$ cat src/rtl/usbdev_aon_resume_gen.sv
// AON remote-wakeup generator: waits for a long bus idle, drives K resume, then releases the line.
// Optional wait-for-idle timeout is enabled by defining USBDEV_AON_RESUME_TIMEOUT_EN.

module usbdev_aon_resume_gen_chk #(
  parameter int IdleCycles    = 1000,
  parameter int ResumeCycles  = 400,
  parameter int TimeoutCycles = 4000,
  parameter int CntW          = 13
) (
  input logic clk_aon_i
);
  localparam longint MaxCnt = (64'sd1 <<< CntW) - 64'sd1;
  localparam bit CntWOk = (IdleCycles >= 1) && (ResumeCycles >= 1) && (TimeoutCycles >= 1) &&
                          (IdleCycles <= MaxCnt) && (ResumeCycles <= MaxCnt) &&
                          (TimeoutCycles <= MaxCnt);

  // Counter width must hold every configured interval.
  always_ff @(posedge clk_aon_i) begin
    assert (CntWOk) else $error("usbdev_aon_resume_gen: CntW too small for configured cycle counts");
  end
endmodule

module usbdev_aon_resume_gen #(
  parameter int IdleCycles    = 1000,
  parameter int ResumeCycles  = 400,
  parameter int TimeoutCycles = 4000,
  parameter int CntW          = 13
) (
  input  logic clk_aon_i,
  input  logic rst_aon_ni,
  input  logic usb_dp_i,
  input  logic usb_dn_i,
  input  logic suspended_aon_i,
  input  logic wake_en_aon_i,
  input  logic wake_req_aon_i,
  output logic usb_oe_o,
  output logic usb_dp_o,
  output logic usb_dn_o,
  output logic busy_o,
  output logic done_o,
  output logic abort_o
);

  typedef enum logic [1:0] {
    StIdle     = 2'd0,
    StWaitIdle = 2'd1,
    StDriveK   = 2'd2,
    StRelease  = 2'd3
  } state_e;

  localparam logic [CntW-1:0] IdleLast   = CntW'(IdleCycles - 1);
  localparam logic [CntW-1:0] ResumeLast = CntW'(ResumeCycles - 1);
  localparam logic [CntW-1:0] CntZero    = {CntW{1'b0}};
  localparam logic [CntW-1:0] CntMax     = {CntW{1'b1}};
  localparam logic [CntW-1:0] CntOne     = CntW'(1);

  function automatic logic [CntW-1:0] sat_inc(input logic [CntW-1:0] v);
    if (v == CntMax) begin
      sat_inc = v;
    end else begin
      sat_inc = v + CntOne;
    end
  endfunction

  state_e          r_state, w_state_nxt;
  logic [CntW-1:0] r_cnt, w_cnt_nxt;
  logic            r_dp_meta, r_dp_sync, r_dn_meta, r_dn_sync;
  logic            w_bus_j, w_qual_ok, w_abort_nxt, w_done_nxt, w_oe_nxt, w_busy_nxt;
  logic            w_tmo_hit;
  logic            r_oe, r_dp, r_dn, r_busy, r_done, r_abort;

  // Two-flop synchroniser for the asynchronous pin levels.
  always_ff @(posedge clk_aon_i or negedge rst_aon_ni) begin
    if (!rst_aon_ni) begin
      r_dp_meta <= 1'b0;
      r_dp_sync <= 1'b0;
      r_dn_meta <= 1'b0;
      r_dn_sync <= 1'b0;
    end else begin
      r_dp_meta <= usb_dp_i;
      r_dp_sync <= r_dp_meta;
      r_dn_meta <= usb_dn_i;
      r_dn_sync <= r_dn_meta;
    end
  end

  assign w_bus_j   = r_dp_sync & ~r_dn_sync;
  assign w_qual_ok = suspended_aon_i & wake_en_aon_i;

`ifdef USBDEV_AON_RESUME_TIMEOUT_EN
  localparam logic [CntW-1:0] TmoLast = CntW'(TimeoutCycles - 1);
  logic [CntW-1:0] r_tmo, w_tmo_nxt;

  assign w_tmo_hit = (r_tmo == TmoLast);

  // Timeout timer runs on every WAIT_IDLE cycle regardless of bus state.
  always_comb begin
    w_tmo_nxt = CntZero;
    if (r_state == StWaitIdle) begin
      w_tmo_nxt = sat_inc(r_tmo);
    end else begin
      w_tmo_nxt = CntZero;
    end
  end

  // Timeout timer register.
  always_ff @(posedge clk_aon_i or negedge rst_aon_ni) begin
    if (!rst_aon_ni) begin
      r_tmo <= CntZero;
    end else begin
      r_tmo <= w_tmo_nxt;
    end
  end
`else
  assign w_tmo_hit = 1'b0;
`endif

  // Next-state and counter logic.
  always_comb begin
    w_state_nxt = r_state;
    w_cnt_nxt   = r_cnt;
    w_abort_nxt = 1'b0;
    case (r_state)
      StIdle: begin
        w_cnt_nxt = CntZero;
        if (wake_req_aon_i && w_qual_ok) begin
          w_state_nxt = StWaitIdle;
        end else begin
          w_state_nxt = StIdle;
        end
      end
      StWaitIdle: begin
        if (!w_qual_ok) begin
          w_state_nxt = StIdle;
          w_cnt_nxt   = CntZero;
          w_abort_nxt = 1'b1;
        end else if (w_bus_j && (r_cnt == IdleLast)) begin
          w_state_nxt = StDriveK;
          w_cnt_nxt   = CntZero;
        end else if (w_tmo_hit) begin
          w_state_nxt = StIdle;
          w_cnt_nxt   = CntZero;
          w_abort_nxt = 1'b1;
        end else if (w_bus_j) begin
          w_cnt_nxt = sat_inc(r_cnt);
        end else begin
          w_cnt_nxt = CntZero;
        end
      end
      // Once K starts it always runs to completion; qualifiers are not consulted.
      StDriveK: begin
        if (r_cnt == ResumeLast) begin
          w_state_nxt = StRelease;
          w_cnt_nxt   = CntZero;
        end else begin
          w_cnt_nxt = sat_inc(r_cnt);
        end
      end
      StRelease: begin
        w_state_nxt = StIdle;
        w_cnt_nxt   = CntZero;
      end
      default: begin
        w_state_nxt = StIdle;
        w_cnt_nxt   = CntZero;
      end
    endcase
  end

  // Outputs are registered from the next state so they align with the state they describe.
  always_comb begin
    w_oe_nxt   = (w_state_nxt == StDriveK);
    w_done_nxt = (w_state_nxt == StRelease);
    w_busy_nxt = (w_state_nxt == StWaitIdle) || (w_state_nxt == StDriveK);
  end

  // State, counter and output registers.
  always_ff @(posedge clk_aon_i or negedge rst_aon_ni) begin
    if (!rst_aon_ni) begin
      r_state <= StIdle;
      r_cnt   <= CntZero;
      r_oe    <= 1'b0;
      r_dp    <= 1'b0;
      r_dn    <= 1'b0;
      r_busy  <= 1'b0;
      r_done  <= 1'b0;
      r_abort <= 1'b0;
    end else begin
      r_state <= w_state_nxt;
      r_cnt   <= w_cnt_nxt;
      r_oe    <= w_oe_nxt;
      r_dp    <= 1'b0;
      r_dn    <= w_oe_nxt;
      r_busy  <= w_busy_nxt;
      r_done  <= w_done_nxt;
      r_abort <= w_abort_nxt;
    end
  end

  assign usb_oe_o = r_oe;
  assign usb_dp_o = r_dp;
  assign usb_dn_o = r_dn;
  assign busy_o   = r_busy;
  assign done_o   = r_done;
  assign abort_o  = r_abort;

  usbdev_aon_resume_gen_chk #(
    .IdleCycles   (IdleCycles),
    .ResumeCycles (ResumeCycles),
    .TimeoutCycles(TimeoutCycles),
    .CntW         (CntW)
  ) u_chk (
    .clk_aon_i(clk_aon_i)
  );

endmodule

$ cat config.mk
export PLATFORM = sky130hd
export DESIGN_NAME = usbdev_aon_resume_gen
export DESIGN_NICKNAME = d
export VERILOG_FILES = /design/src/rtl/usbdev_aon_resume_gen.sv
export SDC_FILE = /design/constraint.sdc
export NUM_CORES = 1
export LEC_CHECK = 0
export CORE_ASPECT_RATIO = 1.25
export CORE_UTILIZATION = 40
export CTS_BUF_LIST = sky130_fd_sc_hd__clkbuf_8 sky130_fd_sc_hd__clkbuf_16
export DETAILED_ROUTE_END_ITERATION = 8
export GPL_TIMING_DRIVEN = 0
export PLACE_DENSITY = 0.72
export RECOVER_POWER = 50
export SLEW_MARGIN = 20
export SYNTH_ARGS = -nofsm -noshare
export SYNTH_HDL_FRONTEND = slang
export SYNTH_SLANG_ARGS = --single-unit
$ cat constraint.sdc
create_clock -name clk_aon_i -period 1.81 [get_ports clk_aon_i]
set_clock_uncertainty 0.05 [all_clocks]
set_input_delay 0.362 -clock clk_aon_i [delete_from_list [all_inputs] [get_ports clk_aon_i]]
set_output_delay 0.362 -clock clk_aon_i [all_outputs]
set_load 0.05 [all_outputs]
# Word-level counts from Yosys, hierarchy flattened
# Index checks and enable logic that the tools add are counted.
[op_classes]
n_addsub = 1
n_eq_ne = 9
muxes = 13
bitwise = 3
reduce_logical = 5
[ops]
columns = ["operator", "count"]
rows = [
  ["2-to-1 mux 13 bit", 5],
  ["one-hot mux 13 bit (3 select lines)", 1],
  ["adder 13 x 1 -> 13 bit (second input constant)", 1],
  ["equality test 13 x 10 -> 1 bit (second input constant)", 1],
  ["equality test 13 bit (second input constant)", 1],
  ["equality test 13 x 9 -> 1 bit (second input constant)", 1],
  ["equality test 2 bit (second input constant)", 4],
  ["one-hot mux 2 bit (4 select lines)", 1],
  ["2-to-1 mux 2 bit", 3],
  ["equality test 2 x 1 -> 1 bit (second input constant)", 2],
  ["2-to-1 mux 1 bit", 3],
  ["AND 1 bit", 2],
  ["logical AND 1 bit", 2],
  ["logical NOT 2 bit", 1],
  ["OR reduction 2 bit", 1],
  ["logical OR 1 bit", 1],
  ["NOT 1 bit", 1],
]
[word_totals]
regBits = 23
input_bits = 7
wordCells = 41

# Longest topological paths before layout
# Gate-level depths: netlist of run 1.
[logic_depth]
word_depth = 8
ltp_mapped = 7
mapped_depth_nobuf = 7

# Worst setup path before layout of run 1
# Ideal clock, no wire load.
[synth_path]
kind = "register to register"
start = "register r_cnt[0]"
end = "register r_busy (netlist: busy_o)"
setup_time_ps = 63
t_arrival_ps = 1879
required_ps = 1697
slack_ps = -182
path_stages_with_launch = 7
n_path_buf = 0
synth_period_minus_slack_ps = 1992
path_cell_list = "dfrtp_1 -> ha_1 -> nand4b_1 -> or4_4 -> o21ai_0 -> ha_1 -> inv_1"
[synth_between]
elab_chain_cells = 7
word_cells_on_any_way = 10
classes_between = "eq/ne (4); mux (4); reduce/logical (2)"
[synth_lines]
columns = ["element", "line_no", "rtl"]
rows = [
  ["start: declaration", "66", "logic [CntW-1:0] r_cnt, w_cnt_nxt;"],
  ["start signal: assignment", "181", "r_cnt <= CntZero;"],
  ["start signal: assignment", "190", "r_cnt <= w_cnt_nxt;"],
  ["equality test 13 x 10 -> 1 bit", "137", "end else if (w_bus_j && (r_cnt == IdleLast)) begin"],
  ["logical AND 1 bit", "137", ""],
  ["2-to-1 mux 2 bit", "137", ""],
  ["2-to-1 mux 2 bit", "133", "if (!w_qual_ok) begin"],
  ["one-hot mux 2 bit (4 select lines) *", "123", "case (r_state)"],
  ["via w_state_nxt[1]", "65", "state_e r_state, w_state_nxt;"],
  ["equality test 2 x 1 -> 1 bit / equality test 2 bit (equally long branches)", "174", "w_busy_nxt = (w_state_nxt == StWaitIdle) || (w_state_nxt == StDriveK);"],
  ["logical OR 1 bit *", "174", ""],
  ["via w_busy_nxt", "68", "logic w_bus_j, w_qual_ok, w_abort_nxt, w_done_nxt, w_oe_nxt, w_busy_nxt;"],
  ["end signal: assignment", "194", "r_busy <= w_busy_nxt;"],
  ["end: declaration", "70", "logic r_oe, r_dp, r_dn, r_busy, r_done, r_abort;"],
]
# Mark *: on every way through the listed nets, which the timed path passes. The rest lies on a longest branch.

# Final worst setup path of run 1
[layout_path]
start = "register r_cnt[4]"
end = "register r_busy (netlist: busy_o)"
[layout_between]
elab_chain_cells = 7
word_cells_on_any_way = 10
classes_between = "eq/ne (4); mux (4); reduce/logical (2)"
[layout_lines]
columns = ["element", "line_no"]
rows = [
  ["equality test 13 x 10 -> 1 bit", "137"],
  ["logical AND 1 bit", "137"],
  ["2-to-1 mux 2 bit", "137"],
  ["2-to-1 mux 2 bit", "133"],
  ["one-hot mux 2 bit (4 select lines) *", "123"],
  ["equality test 2 x 1 -> 1 bit / equality test 2 bit (equally long branches)", "174"],
  ["logical OR 1 bit *", "174"],
  ["via w_busy_nxt", "68"],
]
# Marked as above.

==> key figures, run 1 <==
Run status
  • Status: finished with violations
  • Violated checks: negative setup slack

GRT
  • Total track usage: 17.4%
  • Global-route wire length before repair: 4.00 mm
  • GR Overflow Total: 0
  • Vias in the first global route: 927
  • Maximum number of pins on one net before global-route repair: 24
  • Antenna violations before repair: 0

Timing
  • RSZ-0062 raised after global routing: true
  • Final worst setup slack: -156 ps
  • Fin. Hold Viols: 0
  • Setup violations, final: 16
  • Max-slew violation count: 0
  • Tcrit/Tclk final: 109%
  • Setup TNS Final: -1470 ps
  • Max-slew headroom: 19.5%
  • Fin crit period: 1970 ps
  • Slew of the pin with the lowest slew margin: 1210 ps
  • FMAX: 509 MHz

Route
  • Post-Route WL: 2.53 mm
  • Drt wl/cell: 15.0 µm
  • Drt via density: 5.83
  • First DRT Iteration DRCs: 28
  • Antenna Violating Nets Remaining: 0
  • DR DRC count: 0
  • Number of detailed-route iterations in the first pass: 4
  • Vias: 986

Logic synthesis
  • Ys Warns: 0
  • Syn Std Cell Area: 0.00115 mm²
  • Area share of fa/ha/maj cells after synthesis: 3.26%
  • Number of synthesized register bits: 23
  • Simple logic cell fraction of the synthesized area: 24.6%
  • Synth Instances: 111
  • Main combinational cell family by area after synthesis: simple AND/OR/NAND/NOR gates
  • Post-Synth XOR/XNOR Area: 2.28%
  • Distinct cells, synth: 37
  • Mapped Nets: 121
  • Mean post-synth cell area: 10.4 µm²
  • Register area share after synthesis: 50.0%
  • Proportion of synthesized area in mux cells: 0.870%
  • Compound-cell area share of the yosys netlist: 13.4%

Pwr
  • Power density over the cells: 593 mW/mm²
  • Leakage: 0.610 nW
  • VDD IR max: 0.000498 V

Die
  • Initial Util: 42.5%
  • # rows: 21
  • Die area: 0.00310 mm²
  • Die Wd: 50.0 µm
  • Die Ht: 62.0 µm
  • IO Count: 13
  • Core Region: 0.00271 mm²

Run
  • Max-cap viol count: 0

CTS
  • Clk buf depth: 2
  • Cts bufs inserted: 3
  • CTS tree: done
  • CTS Root Cell: clkbuf_8
  • # hold bufs at CTS: 0
  • # H-tree levels: 1
  • Worst-path clk slew: 80 ps
  • Clock Sinks: 23
  • Clock latency on the worst-skew pair: 260 ps

Worst setup path
  • Worst EP required: 1970 ps
  • Startpoint Class: register
  • Slowest cell on crit path: or4_4
  • Max incr delay on CP: 470 ps
  • Flop2flop setup slack: -160 ps
  • Crit-path max FO: 3
  • Arr. time, crit path: 2120 ps
  • Critical-path cell list: or3b_1 > or4_4 > o21ai_2 > o21a_1 > ha_1 > inv_1
  • Worst reg2reg path endpoint: busy_o
  • Endpoint type of the worst setup path: register
  • Critical path class: reg -> reg
  • Reg2Reg Depth: 6
  • Reg-to-reg startpoint: r_cnt[4]

Finish
  • Leading cell types in the layout, fill and taps excluded: dfrtp_1, buf_4, a21oi_2, inv_1, nand3_1
  • Share of cells above drive strength 1: 31.9%
  • Area growth syn-to-layout: 30.4%
  • Final Net Count: 146
  • # diodes: 0
  • Commonest non-fill, non-tap cell in the layout: dfrtp_1
  • Final Util: 55.5%

Place
  • Port Buffers: 11
  • Gp weighted congestion: 0.809
  • HPWL Detailed: 1.52 mm

Worst hold path
  • Hold Path Class: in -> async
[worst max-delay path: cells and delay by family (launching register included)]
family / cells / cell delay (ps)
AND/OR/NAND/NOR: 2 / 870
flip-flops: 1 / 420
AO/OA/AOI/OAI: 2 / 300
buffers and inverters: 1 / 50
adder cells (fa/ha/maj): 1 / 220
[worst max-delay path by stage]
stage          startpoint       end  slack (ps)  cells after the start
2_1_floorplan    r_cnt[1]    busy_o         -70                      7
3_3_place_gp     r_cnt[1]  r_cnt[5]        -210                      6
3_5_place_dp     r_cnt[1]    done_o        -220                      6
4_1_cts          r_cnt[4]    busy_o        -130                      6
5_1_grt          r_cnt[4]    busy_o        -210                      6
6_report         r_cnt[4]    busy_o        -160                      6
[area by class of cell]
type | instances | area (µm²)
fillers | 239 | 1200
multi-input cells | 77 | 588
flip-flops and latches | 23 | 579
repair buffers | 20 | 184
well taps | 34 | 42.5
clock buffers | 3 | 41.3
plain buffers | 5 | 38.8
inverters | 6 | 22.5
clock inverters | 1 | 5.00
[cells in the mapped netlist (all sizes together)]
cell type	instances	share of area, %
a311o	1	0.87
clkbuf	1	0.43
and4	2	1.5
nor4b	2	1.5
o31ai	2	1.3
dfrtp	23	50
nor3b	2	1.3
a211oi	1	0.65
a2111oi	1	0.76
nor2	9	3.4
nand4	3	1.6
or3	5	2.7
or4	3	2.4
nand4b	3	2.3
or3b	1	0.76
o21ai	8	3.5
o21a	1	0.65
a32oi	1	1.4
nor3	2	0.87
xnor2	2	1.5
nand4bb	1	0.98
ha	3	3.3
and3	1	0.65
inv	6	2.0
conb	1	0.33
nand3b	1	0.65
mux2i	1	0.87
a21oi	9	4.2
nand2	4	1.3
buf	4	2.9
xor2	1	0.76
nand3	6	2.6
[state kept, by name (all words and copies together) (netlist names)]
| name | count |
|---|---|
| busy_o | 1 |
| r_dp_sync | 1 |
| r_state | 2 |
| r_cnt | 13 |
| r_dn_meta | 1 |
| usb_dn_o | 1 |
| abort_o | 1 |
| r_dp_meta | 1 |
| done_o | 1 |
| r_dn_sync | 1 |
[metrics by stage]
| step | power (mW) | area, µm² | hold slack (ps) | instances | setup slack [ps] |
|---|---|---|---|---|---|
| after floorplan | 0.557 | 1190 | 16.4 | 111 | -69.3 |
| after global placement | 0.585 | 1350 | 282 | 156 | -207 |
| after detailed placement | 0.587 | 1350 | 295 | 156 | -217 |
| after CTS | 0.894 | 1460 | 313 | 165 | -133 |
| after global routing | 0.922 | 1500 | 320 | 169 | -206 |
| final | 0.891 | 1500 | 271 | 169 | -156 |
[report_power, final]
part           internal, mW  switching [mW]
logic                0.0198          0.0313
registers             0.521         0.00282
clock network         0.154           0.163
total                 0.694           0.197
[cells by family (layout without fill, tap and decap cells)]
| kind of cell | Yosys count | after routing |
|---|---|---|
| other | 1 | 1 |
| and+or+nand+nor | 45 | 45 |
| AOI/OAI and AO/OA | 24 | 24 |
| muxes | 1 | 1 |
| buffers and inverters | 11 | 35 |
| xor gates and xnor gates | 3 | 3 |
| adders and majority gates | 3 | 3 |
| DFF | 23 | 23 |
[timing repair]
item	CTS	global route
buffers inserted	4	4
setup endpoints to repair	19	19
gates cloned	1	0
resized for setup	12	8
[metal layers]
| layer | vias to the layer above | global-route usage (%) | part of all wire [%] |
|---|---|---|---|
| met5 | - | 0 | 0 |
| met4 | 0 | 11.0 | 1.3 |
| met3 | 4 | 2.68 | 3.9 |
| met2 | 28 | 31.8 | 54 |
| met1 | 497 | 19.0 | 41 |
| li1 | 457 | - | - |
No activity file was read; power rests on OpenSTA's default activity.
==> inputs of run 2 (changes only) <==
ABC_AREA = 1   (was unset)
REMOVE_ABC_BUFFERS = 1   (was unset)
==> key figures, run 2 <==
Logic synthesis
  • Syn Std Cell Area: 0.00127 mm² (was 0.00115 mm²)
  • Mean post-synth cell area: 7.49 µm² (was 10.4 µm²)
  • Number of synthesized register bits: 23 (unchanged)
  • Distinct cells, synth: 24 (was 37)
  • Largest cells by area after synthesis: dfrtp_1, nand2_1, nor2_1 (was dfrtp_1, a21oi_1, o21ai_0)
  • Ys Warns: 0 (unchanged)
  • Synth Instances: 169 (was 111)
  • Top-count cell post-synth: nand2_1 (was dfrtp_1)
  • Ys flop type: dfrtp_1 (unchanged)
  • Register area share after synthesis: 45.5% (was 50.0%)
  • Synth async-reset ratio: 100% (unchanged)
  • Post-synth top cells: nand2_1, nor2_1, inv_1 (was dfrtp_1, a21oi_1, o21ai_0)
  • EDFF count, synth: 0 (unchanged)
  • Post-synth top area share: 45.5% (was 50.0%)
  • Synth area leader: dfrtp_1 (unchanged)

Timing
  • FMAX: 596 MHz (was 509 MHz)
  • Fin. Hold Viols: 0 (unchanged)
  • Fin crit period: 1680 ps (was 1970 ps)
  • Hold_ws: 263 ps (was 271 ps)
  • Max-slew violation count: 0 (unchanged)
  • Slew of the pin with the lowest slew margin: 1200 ps (was 1210 ps)
  • Setup TNS Final: 0 ps (was -1470 ps)
  • RSZ-0062 raised after global routing: false (was true)
  • Tcrit/Tclk final: 92.6% (was 109%)
  • Max-slew headroom: 20.0% (was 19.5%)
  • Setup violations, final: 0 (was 16)

CTS
  • # hold bufs at CTS: 0 (unchanged)
  • Cts bufs inserted: 3 (unchanged)
  • CTS tree: done (unchanged)
  • CTS Root Cell: clkbuf_8 (unchanged)
  • Clock latency on the worst-skew pair: 270 ps (was 260 ps)
  • Worst-path clk slew: 80 ps (about the same)
  • # H-tree levels: 1 (unchanged)
  • Clock Sinks: 23 (unchanged)
  • Clk buf depth: 2 (unchanged)

Finish
  • Largest reg by FF count: r_cnt (unchanged)
  • Max reg flops: 13 (unchanged)
  • Leading cell types in the layout, fill and taps excluded: nand2_1, nor2_1, inv_1, dfrtp_1, nand3_1 (was dfrtp_1, buf_4, a21oi_2, inv_1, nand3_1)
  • Share of cells above drive strength 1: 15.8% (was 31.9%)
  • Final Net Count: 195 (was 146)
  • Commonest non-fill, non-tap cell in the layout: nand2_1 (was dfrtp_1)
  • Top flop regs: r_cnt: 13 flops, r_state: 2 flops (unchanged)
  • Post-Layout Cell Count: 220 (was 169)
  • # diodes: 0 (unchanged)
  • Area growth syn-to-layout: 16.8% (was 30.4%)

Worst setup path
  • CP bufs+invs: 2 (was 1)
  • Slowest cell on crit path: dfrtp_1 (was or4_4)
  • Critical path class: reg -> reg (unchanged)
  • Startpoint Class: register (unchanged)
  • Max incr delay on CP: 420 ps (was 470 ps)
  • Critical-path cell list: ha_4 > nand2_2 > nor2_4 > buf_4 > nand2_2 > inv_2 > nand3_2 > nand2_1 > nor2_1 > nor2_1 (was or3b_1 > or4_4 > o21ai_2 > o21a_1 > ha_1 > inv_1)
  • Arr. time, crit path: 1830 ps (was 2120 ps)
  • Endpoint type of the worst setup path: register (unchanged)
  • Worst EP required: 1960 ps (was 1970 ps)
  • Crit-path max FO: 6 (was 3)
  • Top Family by Delay on Critical Path: simple AND/OR/NAND/NOR gates (unchanged)

Place
  • HPWL Detailed: 1.59 mm (was 1.52 mm)
  • DP Cell Count: 212 (was 156)
  • Port Buffers: 11 (unchanged)
  • Gp weighted congestion: 0.794 (was 0.809)

GRT
  • Maximum number of pins on one net before global-route repair: 24 (unchanged)
  • Global-route wire length before repair: 3.86 mm (was 4.00 mm)
  • Vias in the first global route: 930 (was 927)
  • Total track usage: 15.4% (was 17.4%)
  • Antenna violations before repair: 0 (unchanged)
  • GR Overflow Total: 0 (unchanged)

Route
  • Drt wl/cell: 10.3 µm (was 15.0 µm)
  • First DRT Iteration DRCs: 14 (was 28)
  • Drt via density: 4.64 (was 5.83)
  • Post-Route WL: 2.28 mm (was 2.53 mm)
  • Vias: 1021 (was 986)
  • Antenna Violating Nets Remaining: 0 (unchanged)
  • DR DRC count: 0 (unchanged)
  • Number of detailed-route iterations in the first pass: 4 (unchanged)

Run
  • Max-cap viol count: 0 (unchanged)

Pwr
  • Power density over the cells: 730 mW/mm² (was 593 mW/mm²)
  • VDD IR max: 0.000470 V (was 0.000498 V)
  • Leakage: 0.739 nW (was 0.610 nW)
  • Tot Pwr: 1.08 mW (was 0.891 mW)

Die
  • IO Count: 13 (unchanged)
  • Initial Util: 42.6% (was 42.5%)
  • Die Ht: 64.9 µm (was 62.0 µm)
  • Die area: 0.00340 mm² (was 0.00310 mm²)
  • Die Wd: 52.3 µm (was 50.0 µm)
  • Core Region: 0.00297 mm² (was 0.00271 mm²)
  • # rows: 22 (was 21)

Worst hold path
  • Hold Path Class: in -> async (unchanged)

Run status
  • Status: complete, no violations (was finished with violations)
## run 2: changes by cell type after synthesis, sizes merged, moves of 3 or more
cell,change
or3,-5
inv,+23
nor2,+30
nand3,+5
o21ai,-4
nand4b,-3
nand2,+44
a21oi,-8
or4,-3
## run 2: area by class of cell
type	count	area (µm²)
Fill cell	296	1490
Multi-Input combinational cell	114	579
Sequential cell	23	576
Timing Repair Buffer	14	124
Inverter	29	109
Tap cell	36	45.0
Clock buffer	3	41.3
Clock inverter	1	5.00
## run 2: routing by layer
layer	wire length (µm)	share of wire (%)	global-route usage, %	vias up
met4	71	3.1	10.9	0
met2	1150	50	25.0	9
met1	1030	45	18.1	473
met3	31	1.4	2.11	5
li1	-	-	-	534
met5	0	0	0	-
## run 2: path summary, 6_finish.rpt
kind | from | cells past startpoint | slack (ps) | to
min reg2reg | r_dp_meta | 0 | 300 | r_dp_sync
max | r_cnt[0] | 10 | 130 | r_cnt[9]
min in group clk_aon_i | r_dp_meta | 0 | 300 | r_dp_sync
min | rst_aon_ni | 1 | 260 | r_cnt[11]
max in group asynchronous | rst_aon_ni | 1 | 730 | usb_dn_o
max reg2reg | r_cnt[0] | 10 | 130 | r_cnt[9]
## run 2: power breakdown
part,internal [mW],switching [mW]
Sequential,0.546,0.0147
Combinational,0.0597,0.138
Clock,0.154,0.166
## run 2: kinds of logic (layout without fill, tap and decap cells)
| family | Yosys count | count (layout) | synth area share [%] |
|---|---|---|---|
| compound gates | 6 | 6 | 2.67 |
| buf+inv | 33 | 47 | 11.6 |
| flops | 23 | 23 | 45.5 |
| fa+ha+maj | 3 | 3 | 2.96 |
| other cells | 1 | 1 | 0.296 |
| simple gates | 103 | 104 | 37.1 |
## run 2: per-stage QoR
stage | cell area [µm²] | setup slack, ps | util, %
finish | 1480 | 134 | 49.7
global route | 1480 | 11.7 | 49.7
CTS | 1430 | 0.219 | 48.0
detailed placement | 1380 | -92.4 | 46.5
global placement | 1380 | -75.5 | 46.5
floorplan | 1230 | 208 | -
## run 2: what timing repair did
item                                    CTS  global route
buffers inserted                          0             3
cloned                                    0             1
pin swaps                                 0             3
resized for setup                         5             6
endpoints found under the setup margin    7            17
